--- src/rtl/core_fetch_pkg.sv ---
// core_fetch_pkg: shared definitions for the instruction-fetch / PC stage.
//   FETCH_ST_BIT      width of the fetch FSM state encoding
//   fetch_st_e        FSM states IDLE, FETCH, HOLD, HALTED
//   RESET_PC_DEFAULT  default architectural reset PC (word-aligned)
//   is_word_aligned   true when a byte address has its two low bits clear
package core_fetch_pkg;

  localparam int FETCH_ST_BIT = 2;

  typedef enum logic [FETCH_ST_BIT-1:0] {
    FETCH_ST_IDLE   = 2'd0,
    FETCH_ST_FETCH  = 2'd1,
    FETCH_ST_HOLD   = 2'd2,
    FETCH_ST_HALTED = 2'd3
  } fetch_st_e;

  localparam logic [31:0] RESET_PC_DEFAULT = 32'h0000_0000;

  function automatic logic is_word_aligned(input logic [31:0] addr);
    return (addr[1:0] == 2'b00);
  endfunction

endpackage

--- src/rtl/core_fetch_if.sv ---
// core_fetch_if: instruction-memory port plus decode handshake of core_fetch.
//   imem_req/imem_addr  fetch request towards instruction memory
//   imem_ack/imem_data  memory response (data valid when ack is high)
//   inst/inst_valid     instruction presented to decode
//   inst_ready          decode consumes inst (the commit)
// master = fetch stage, slave = memory/decode side.
interface core_fetch_if;
  logic        imem_req;
  logic [31:0] imem_addr;
  logic        imem_ack;
  logic [31:0] imem_data;
  logic [31:0] inst;
  logic        inst_valid;
  logic        inst_ready;

  modport master (
    output imem_req, imem_addr, inst, inst_valid,
    input  imem_ack, imem_data, inst_ready
  );

  modport slave (
    input  imem_req, imem_addr, inst, inst_valid,
    output imem_ack, imem_data, inst_ready
  );
endinterface

--- src/rtl/core_fetch_sat_counter.sv ---
// sat_counter: W-bit up counter that sticks at all-ones instead of wrapping.
//   clk    clock, rst_n  asynchronous active-low reset (clears to 0)
//   inc    add one this cycle (ignored once saturated)
//   q      registered count
module sat_counter #(
  parameter int W = 32
) (
  input  logic         clk,
  input  logic         rst_n,
  input  logic         inc,
  output logic [W-1:0] q
);

  logic [W-1:0] q_r;

  // Count register; holds at all-ones once reached.
  always_ff @(posedge clk or negedge rst_n) begin
    if (!rst_n) begin
      q_r <= '0;
    end else if (inc && (q_r != {W{1'b1}})) begin
      q_r <= q_r + W'(1);
    end else begin
      q_r <= q_r;
    end
  end

  assign q = q_r;

endmodule

--- src/rtl/core_fetch.sv ---
// core_fetch: instruction-fetch and program-counter stage.
//   clk, rst_n        clock / asynchronous active-low reset
//   en                run enable (gates leaving IDLE and the commit)
//   halt              stop after this commit (sampled at commit only)
//   pc_new, branched, is_jump  where-to-go results, sampled at commit only
//   bus               imem req/ack port and decode valid/ready handshake
//   pc, pc_4          current PC and pc+4 (combinational, wraps)
//   halted, misalign  stopped / stopped because pc_new was misaligned
//   cnt_*             saturating performance counters
module core_fetch
  import core_fetch_pkg::*;
#(
  parameter logic [31:0] RESET_PC = RESET_PC_DEFAULT,
  parameter int          CNT_W    = 32
) (
  input  logic             clk,
  input  logic             rst_n,
  input  logic             en,
  input  logic             halt,
  input  logic [31:0]      pc_new,
  input  logic             branched,
  input  logic             is_jump,
  core_fetch_if.master     bus,
  output logic [31:0]      pc,
  output logic [31:0]      pc_4,
  output logic             halted,
  output logic             misalign,
  output logic [CNT_W-1:0] cnt_cycle,
  output logic [CNT_W-1:0] cnt_inst,
  output logic [CNT_W-1:0] cnt_branch,
  output logic [CNT_W-1:0] cnt_jump
);

  fetch_st_e   state_r, state_s;
  logic [31:0] pc_r, pc_s;
  logic [31:0] inst_r, inst_s;
  logic        misalign_r, misalign_s;
  logic        req_r, valid_r, halted_r;
  logic        commit_s;
  logic        busy_s;

  // Next-state, next-PC and capture logic of the fetch FSM.
  always_comb begin
    state_s    = state_r;
    pc_s       = pc_r;
    inst_s     = inst_r;
    misalign_s = misalign_r;
    commit_s   = 1'b0;
    case (state_r)
      FETCH_ST_IDLE: begin
        if (en) state_s = FETCH_ST_FETCH;
        else    state_s = FETCH_ST_IDLE;
      end
      // Request stays up until ack even if en drops meanwhile.
      FETCH_ST_FETCH: begin
        if (bus.imem_ack) begin
          inst_s  = bus.imem_data;
          state_s = FETCH_ST_HOLD;
        end else begin
          state_s = FETCH_ST_FETCH;
        end
      end
      // Misaligned target wins over halt and leaves pc untouched.
      FETCH_ST_HOLD: begin
        if (bus.inst_ready && en) begin
          commit_s = 1'b1;
          if (!is_word_aligned(pc_new)) begin
            misalign_s = 1'b1;
            state_s    = FETCH_ST_HALTED;
          end else begin
            pc_s = pc_new;
            if (halt) state_s = FETCH_ST_HALTED;
            else      state_s = FETCH_ST_FETCH;
          end
        end else begin
          state_s = FETCH_ST_HOLD;
        end
      end
      FETCH_ST_HALTED: state_s = FETCH_ST_HALTED;
      default:         state_s = FETCH_ST_IDLE;
    endcase
  end

  // State, PC, instruction and registered status outputs (decoded from next state).
  always_ff @(posedge clk or negedge rst_n) begin
    if (!rst_n) begin
      state_r    <= FETCH_ST_IDLE;
      pc_r       <= RESET_PC;
      inst_r     <= 32'h0000_0000;
      misalign_r <= 1'b0;
      req_r      <= 1'b0;
      valid_r    <= 1'b0;
      halted_r   <= 1'b0;
    end else begin
      state_r    <= state_s;
      pc_r       <= pc_s;
      inst_r     <= inst_s;
      misalign_r <= misalign_s;
      req_r      <= (state_s == FETCH_ST_FETCH);
      valid_r    <= (state_s == FETCH_ST_HOLD);
      halted_r   <= (state_s == FETCH_ST_HALTED);
    end
  end

  assign busy_s = (state_r == FETCH_ST_FETCH) || (state_r == FETCH_ST_HOLD);

  sat_counter #(.W(CNT_W)) u_cnt_cycle (
    .clk(clk), .rst_n(rst_n), .inc(busy_s), .q(cnt_cycle)
  );
  sat_counter #(.W(CNT_W)) u_cnt_inst (
    .clk(clk), .rst_n(rst_n), .inc(commit_s), .q(cnt_inst)
  );
  sat_counter #(.W(CNT_W)) u_cnt_branch (
    .clk(clk), .rst_n(rst_n), .inc(commit_s & branched), .q(cnt_branch)
  );
  sat_counter #(.W(CNT_W)) u_cnt_jump (
    .clk(clk), .rst_n(rst_n), .inc(commit_s & is_jump), .q(cnt_jump)
  );

  assign bus.imem_req   = req_r;
  assign bus.imem_addr  = pc_r;
  assign bus.inst       = inst_r;
  assign bus.inst_valid = valid_r;
  assign pc             = pc_r;
  assign pc_4           = pc_r + 32'd4;
  assign halted         = halted_r;
  assign misalign       = misalign_r;

endmodule

--- src/flat_wrapper.sv ---
// flat-port wrapper written by rule: the top's interface ports become plain ports
module core_fetch_flat import core_fetch_pkg::*;
#(
  parameter logic [31:0] RESET_PC = RESET_PC_DEFAULT,
  parameter int          CNT_W    = 32
)
  (clk, rst_n, en, halt, pc_new, branched, is_jump, pc, pc_4, halted, misalign, cnt_cycle, cnt_inst, cnt_branch, cnt_jump, bus_imem_req, bus_imem_addr, bus_inst, bus_inst_valid, bus_imem_ack, bus_imem_data, bus_inst_ready);
  core_fetch_if bus_i ();
  input  logic clk;
  input  logic rst_n;
  input  logic en;
  input  logic halt;
  input  logic [31:0] pc_new;
  input  logic branched;
  input  logic is_jump;
  output logic [31:0] pc;
  output logic [31:0] pc_4;
  output logic halted;
  output logic misalign;
  output logic [CNT_W-1:0] cnt_cycle;
  output logic [CNT_W-1:0] cnt_inst;
  output logic [CNT_W-1:0] cnt_branch;
  output logic [CNT_W-1:0] cnt_jump;
  output wire logic [$bits(bus_i.imem_req)-1:0] bus_imem_req;
  output wire logic [$bits(bus_i.imem_addr)-1:0] bus_imem_addr;
  output wire logic [$bits(bus_i.inst)-1:0] bus_inst;
  output wire logic [$bits(bus_i.inst_valid)-1:0] bus_inst_valid;
  input wire logic [$bits(bus_i.imem_ack)-1:0] bus_imem_ack;
  input wire logic [$bits(bus_i.imem_data)-1:0] bus_imem_data;
  input wire logic [$bits(bus_i.inst_ready)-1:0] bus_inst_ready;
  assign bus_imem_req = bus_i.imem_req;
  assign bus_imem_addr = bus_i.imem_addr;
  assign bus_inst = bus_i.inst;
  assign bus_inst_valid = bus_i.inst_valid;
  assign bus_i.imem_ack = bus_imem_ack;
  assign bus_i.imem_data = bus_imem_data;
  assign bus_i.inst_ready = bus_inst_ready;
  core_fetch #(.RESET_PC(RESET_PC), .CNT_W(CNT_W)) u_core (.clk(clk), .rst_n(rst_n), .en(en), .halt(halt), .pc_new(pc_new), .branched(branched), .is_jump(is_jump), .bus(bus_i), .pc(pc), .pc_4(pc_4), .halted(halted), .misalign(misalign), .cnt_cycle(cnt_cycle), .cnt_inst(cnt_inst), .cnt_branch(cnt_branch), .cnt_jump(cnt_jump));
endmodule
--- config.mk ---
export PLATFORM = sky130hd
export DESIGN_NAME = core_fetch_flat
export DESIGN_NICKNAME = d
export VERILOG_FILES = /design/src/rtl/core_fetch_pkg.sv /design/src/rtl/core_fetch_if.sv /design/src/rtl/core_fetch_sat_counter.sv /design/src/rtl/core_fetch.sv /design/src/flat_wrapper.sv
export SDC_FILE = /design/constraint.sdc
export NUM_CORES = 1
export LEC_CHECK = 0
export CAP_MARGIN = 40
export CORE_MARGIN = 3
export CORE_UTILIZATION = 45
export CTS_BUF_LIST = sky130_fd_sc_hd__clkbuf_8
export CTS_CLUSTER_DIAMETER = 30
export DETAILED_ROUTE_END_ITERATION = 16
export GPL_TIMING_DRIVEN = 0
export HOLD_SLACK_MARGIN = 0.1
export PLACE_DENSITY = 0.85
export SYNTH_ARGS = -nofsm -noshare
export SYNTH_HDL_FRONTEND = slang
export SYNTH_HIERARCHICAL = 1
export SYNTH_SLANG_ARGS = --single-unit
--- constraint.sdc ---
create_clock -name clk -period 7.16 [get_ports clk]
set_input_delay 0.716 -clock clk [delete_from_list [all_inputs] [get_ports clk]]
set_output_delay 0.716 -clock clk [all_outputs]
set_load 0.05 [all_outputs]
==> run_results.csv <==
group,metric,value,unit
logic_synthesis,synth_cell_types,44,
critical_path,r2r-start,"u_core/state_r[0]$_DFF_PN0_",
route,drt_iter0_markers,607,
floorplanning,dieArea,24000,µm²
critical_path,crit_path_end,"pc_4[26]",
critical_path,worstRegToRegCells,11,
clocking,cts_resized,0,
global_routing,top_usage_layer,"met2",
logic_synthesis,syn_inst,888,
route,viasPerCell,5.52,
timing,slew_viol_final,0,
floorplanning,die_x,155,µm
global_routing,use_met1,28.4,%
clocking,cts_tree,"yes",
clocking,post_cts_buffers,0,
timing,setup_viol,0,
logic_synthesis,syn_nets,969,
final_layout,nNetsFinal,1320,
final_layout,drive_gt1_share,15.1,%
logic_synthesis,yosys_register_bits,198,
logic_synthesis,syn_area_per_cell,11.2,µm²
timing,post-route-period-util,53.1,%
clocking,h-tree-depth,4,
critical_path,end_kind,"primary output",
worst_hold_path,hold_class,"input port to asynchronous set/reset pin",
timing,rsz0062_at_grt,"no",
route,wire_per_inst,18.8,µm
logic_synthesis,ys_seq_area_share,49.6,%
final_layout,fill_cells,1619,
pwr,pwr-share-seq,32.7,%
critical_path,reg2reg_setup_slack,4.15,ns
logic_synthesis,synth-edff-count,0,
logic_synthesis,synth_warnings,6,
timing,fin_setup_tns,0,ns
floorplanning,fp.dieH,155,µm
final_layout,final_common_cell,"clkdlybuf4s50_1",
critical_path,arrival,3.09,ns
global_routing,track_usage,23.6,%
pwr,switching_power,2.30,mW
route,drc,0,
placed_design,port_buffers,331,
placed_design,gp_congestion,0.908,
critical_path,worstSetupPathType,"flop to primary output",
route,vias,8438,
floorplanning,start_util,46.6,%
flow_run,drv_cap,0,
global_routing,grt_first_pass_wirelength,45.6,mm
critical_path,cp-startpoint,"u_core/bus.imem_addr[2]$_DFFE_PN0P_",
final_layout,layout_common_cells,"clkdlybuf4s50_1, dfrtp_1, xnor2_1",
critical_path,required,6.44,ns
pwr,power_leakage,5.75,nW
clocking,cts_buffers,17,
route,wirelength,28.8,mm
placed_design,place_ws,3.61,ns
critical_path,r2r_end,"u_core/u_cnt_branch/q[29]$_DFFE_PN0P_",
floorplanning,rows,53,
clocking,cts_hold_buf,0,
floorplanning,num_io_pins,332,
global_routing,use_met2,41.3,%
global_routing,antenna_found_initial,2,
logic_synthesis,async_flop_share,100,%
clocking,cts_sinks,198,
critical_path,crit_fanout,10,
pwr,switching_share,48.0,%
floorplanning,core_area,21400,µm²
global_routing,met3_usage,4.53,%
timing,period_needed,3.80,ns
timing,hold_ws,0.215,ns
pwr,p_int,2.49,mW
timing,worstMarginPinSlew,0.773,ns
pwr,p_per_area,341,nW/µm²
status,outcome,"completed",
clocking,root_buffer,"clkbuf_8",
pwr,power_frac_clock,14.5,%
global_routing,grt_overflow,0,
global_routing,first_global_vias,8390,
clocking,clockBufferDepth,2,
timing,slew_headroom,47.8,%
clocking,path_clk_slew,0.12,ns
timing,fmaxAchievable,263,MHz
logic_synthesis,syn-cell-area,9990,µm²
clocking,clk_latency,0.46,ns
route,drt_pass1_iterations,5,
placed_design,dpl.hpwl,22.1,mm
timing,worst_slack,3.36,ns
timing,skew,0.0266,ns
final_layout,syn_to_final_growth,40.8,%
logic_synthesis,ys.flop_type,"dfrtp_1",
pwr,vdd_drop_max,197,µV
global_routing,grt_max_degree,123,
pwr,combPwrFrac,52.9,%
route,drtAntennaViolNets,0,
timing,finalHoldViolCount,0,
critical_path,worstSetupStartpointType,"flop",
## logic make-up (layout without fill, tap and decap cells)
kind of cell	Yosys count	in the layout	share of synthesized area (%)
AO/OA/AOI/OAI	34	34	2.71
XOR/XNOR	144	144	12.6
adder cells (fa/ha/maj)	9	9	1.13
buffers and inverters	61	425	4.06
flip-flops	198	198	49.6
multiplexers	70	70	7.89
other	0	2	0
AND/OR/NAND/NOR	372	372	22.0
## cells in the mapped netlist, drive strengths merged (8+ instances only)
master    n  area [µm²]
dfrtp   198        4950
xnor2   121        1060
nand2    79         309
nand3    79         415
nand4    73         482
mux2     70         788
buf      46         349
nor2     42         160
xor2     23         201
nor3     22         150
nor4     20         210
and4     19         169
and3     13        85.1
a21oi    12        60.1
inv      11        41.3
ha        9         113
o211ai    8        60.1
or4       8        90.1
## power groups by stage
stage	sequential, mW	clock (mW)	combinational [mW]
finish	1.57	0.694	2.53
global route	1.60	0.766	2.63
CTS	1.57	0.717	2.55
detailed placement	1.59	0	2.55
global placement	1.58	0	2.51
floorplan	2.25	0	0.966
## routing by layer
| layer | wire length (µm) | share of wire, % |
|---|---|---|
| met3 | 1970 | 6.8 |
| met1 | 10900 | 38 |
| met4 | 1010 | 3.5 |
| met2 | 14900 | 52 |
| met5 | 0 | 0 |
## worst max-delay path, cell delays in order (launching register included)
cell,delay (ns)
dfrtp_1,0.60
ha_1,0.32
nand3_1,0.09
nor2_1,0.14
buf_4,0.21
nand3_1,0.11
xnor2_1,0.31
clkdlybuf4s50_1,0.87
## layout make-up
cell class	instances	area, µm²	share of cell area, %
inverter	11	41.3	0.294
clock buffer	17	234	1.66
tap	275	344	2.45
sequential	198	4950	35.3
timing repair buffer	332	3350	23.8
buffer	50	364	2.59
clock inverter	15	141	1.01
antenna	2	5.00	0.0356
multi-input combinational	629	4630	32.9
## per-stage QoR
step / instances / cell area, µm² / total power [mW] / util [%]
6_report: 1529 / 14100 / 4.79 / 65.6
5_1_grt: 1529 / 14100 / 5.00 / 65.6
4_1_cts: 1527 / 14100 / 4.83 / 65.6
3_5_place_dp: 1495 / 13700 / 4.14 / 63.8
3_3_place_gp: 1494 / 13600 / 4.09 / 63.7
2_1_floorplan: 888 / 9990 / 3.21 / -
## sequential cells by signal (all words and copies together) (netlist names)
| signal | flops |
|---|---|
| u_core/u_cnt_jump/q | 32 |
| u_core/misalign | 1 |
| u_core/bus.imem_addr | 32 |
| u_core/state_r | 2 |
| u_core/bus.imem_req | 1 |
| u_core/u_cnt_inst/q | 32 |
| u_core/u_cnt_branch/q | 32 |
| u_core/u_cnt_cycle/q | 32 |
| u_core/halted | 1 |
| u_core/bus.inst_valid | 1 |
| u_core/bus.inst | 32 |
## how the worst min path moves through the flow
stage                                           to                   startpoint
2_1_floorplan  u_core/bus.imem_addr[0]$_DFFE_PN0P_                        rst_n
3_3_place_gp           u_core/misalign$_DFFE_PN0P_  u_core/misalign$_DFFE_PN0P_
3_5_place_dp           u_core/misalign$_DFFE_PN0P_  u_core/misalign$_DFFE_PN0P_
4_1_cts            u_core/bus.inst[25]$_DFFE_PN0P_                        rst_n
5_1_grt            u_core/bus.inst[25]$_DFFE_PN0P_                        rst_n
6_report           u_core/bus.inst[25]$_DFFE_PN0P_                        rst_n
Note: power is estimated with default switching activity, not from simulation.
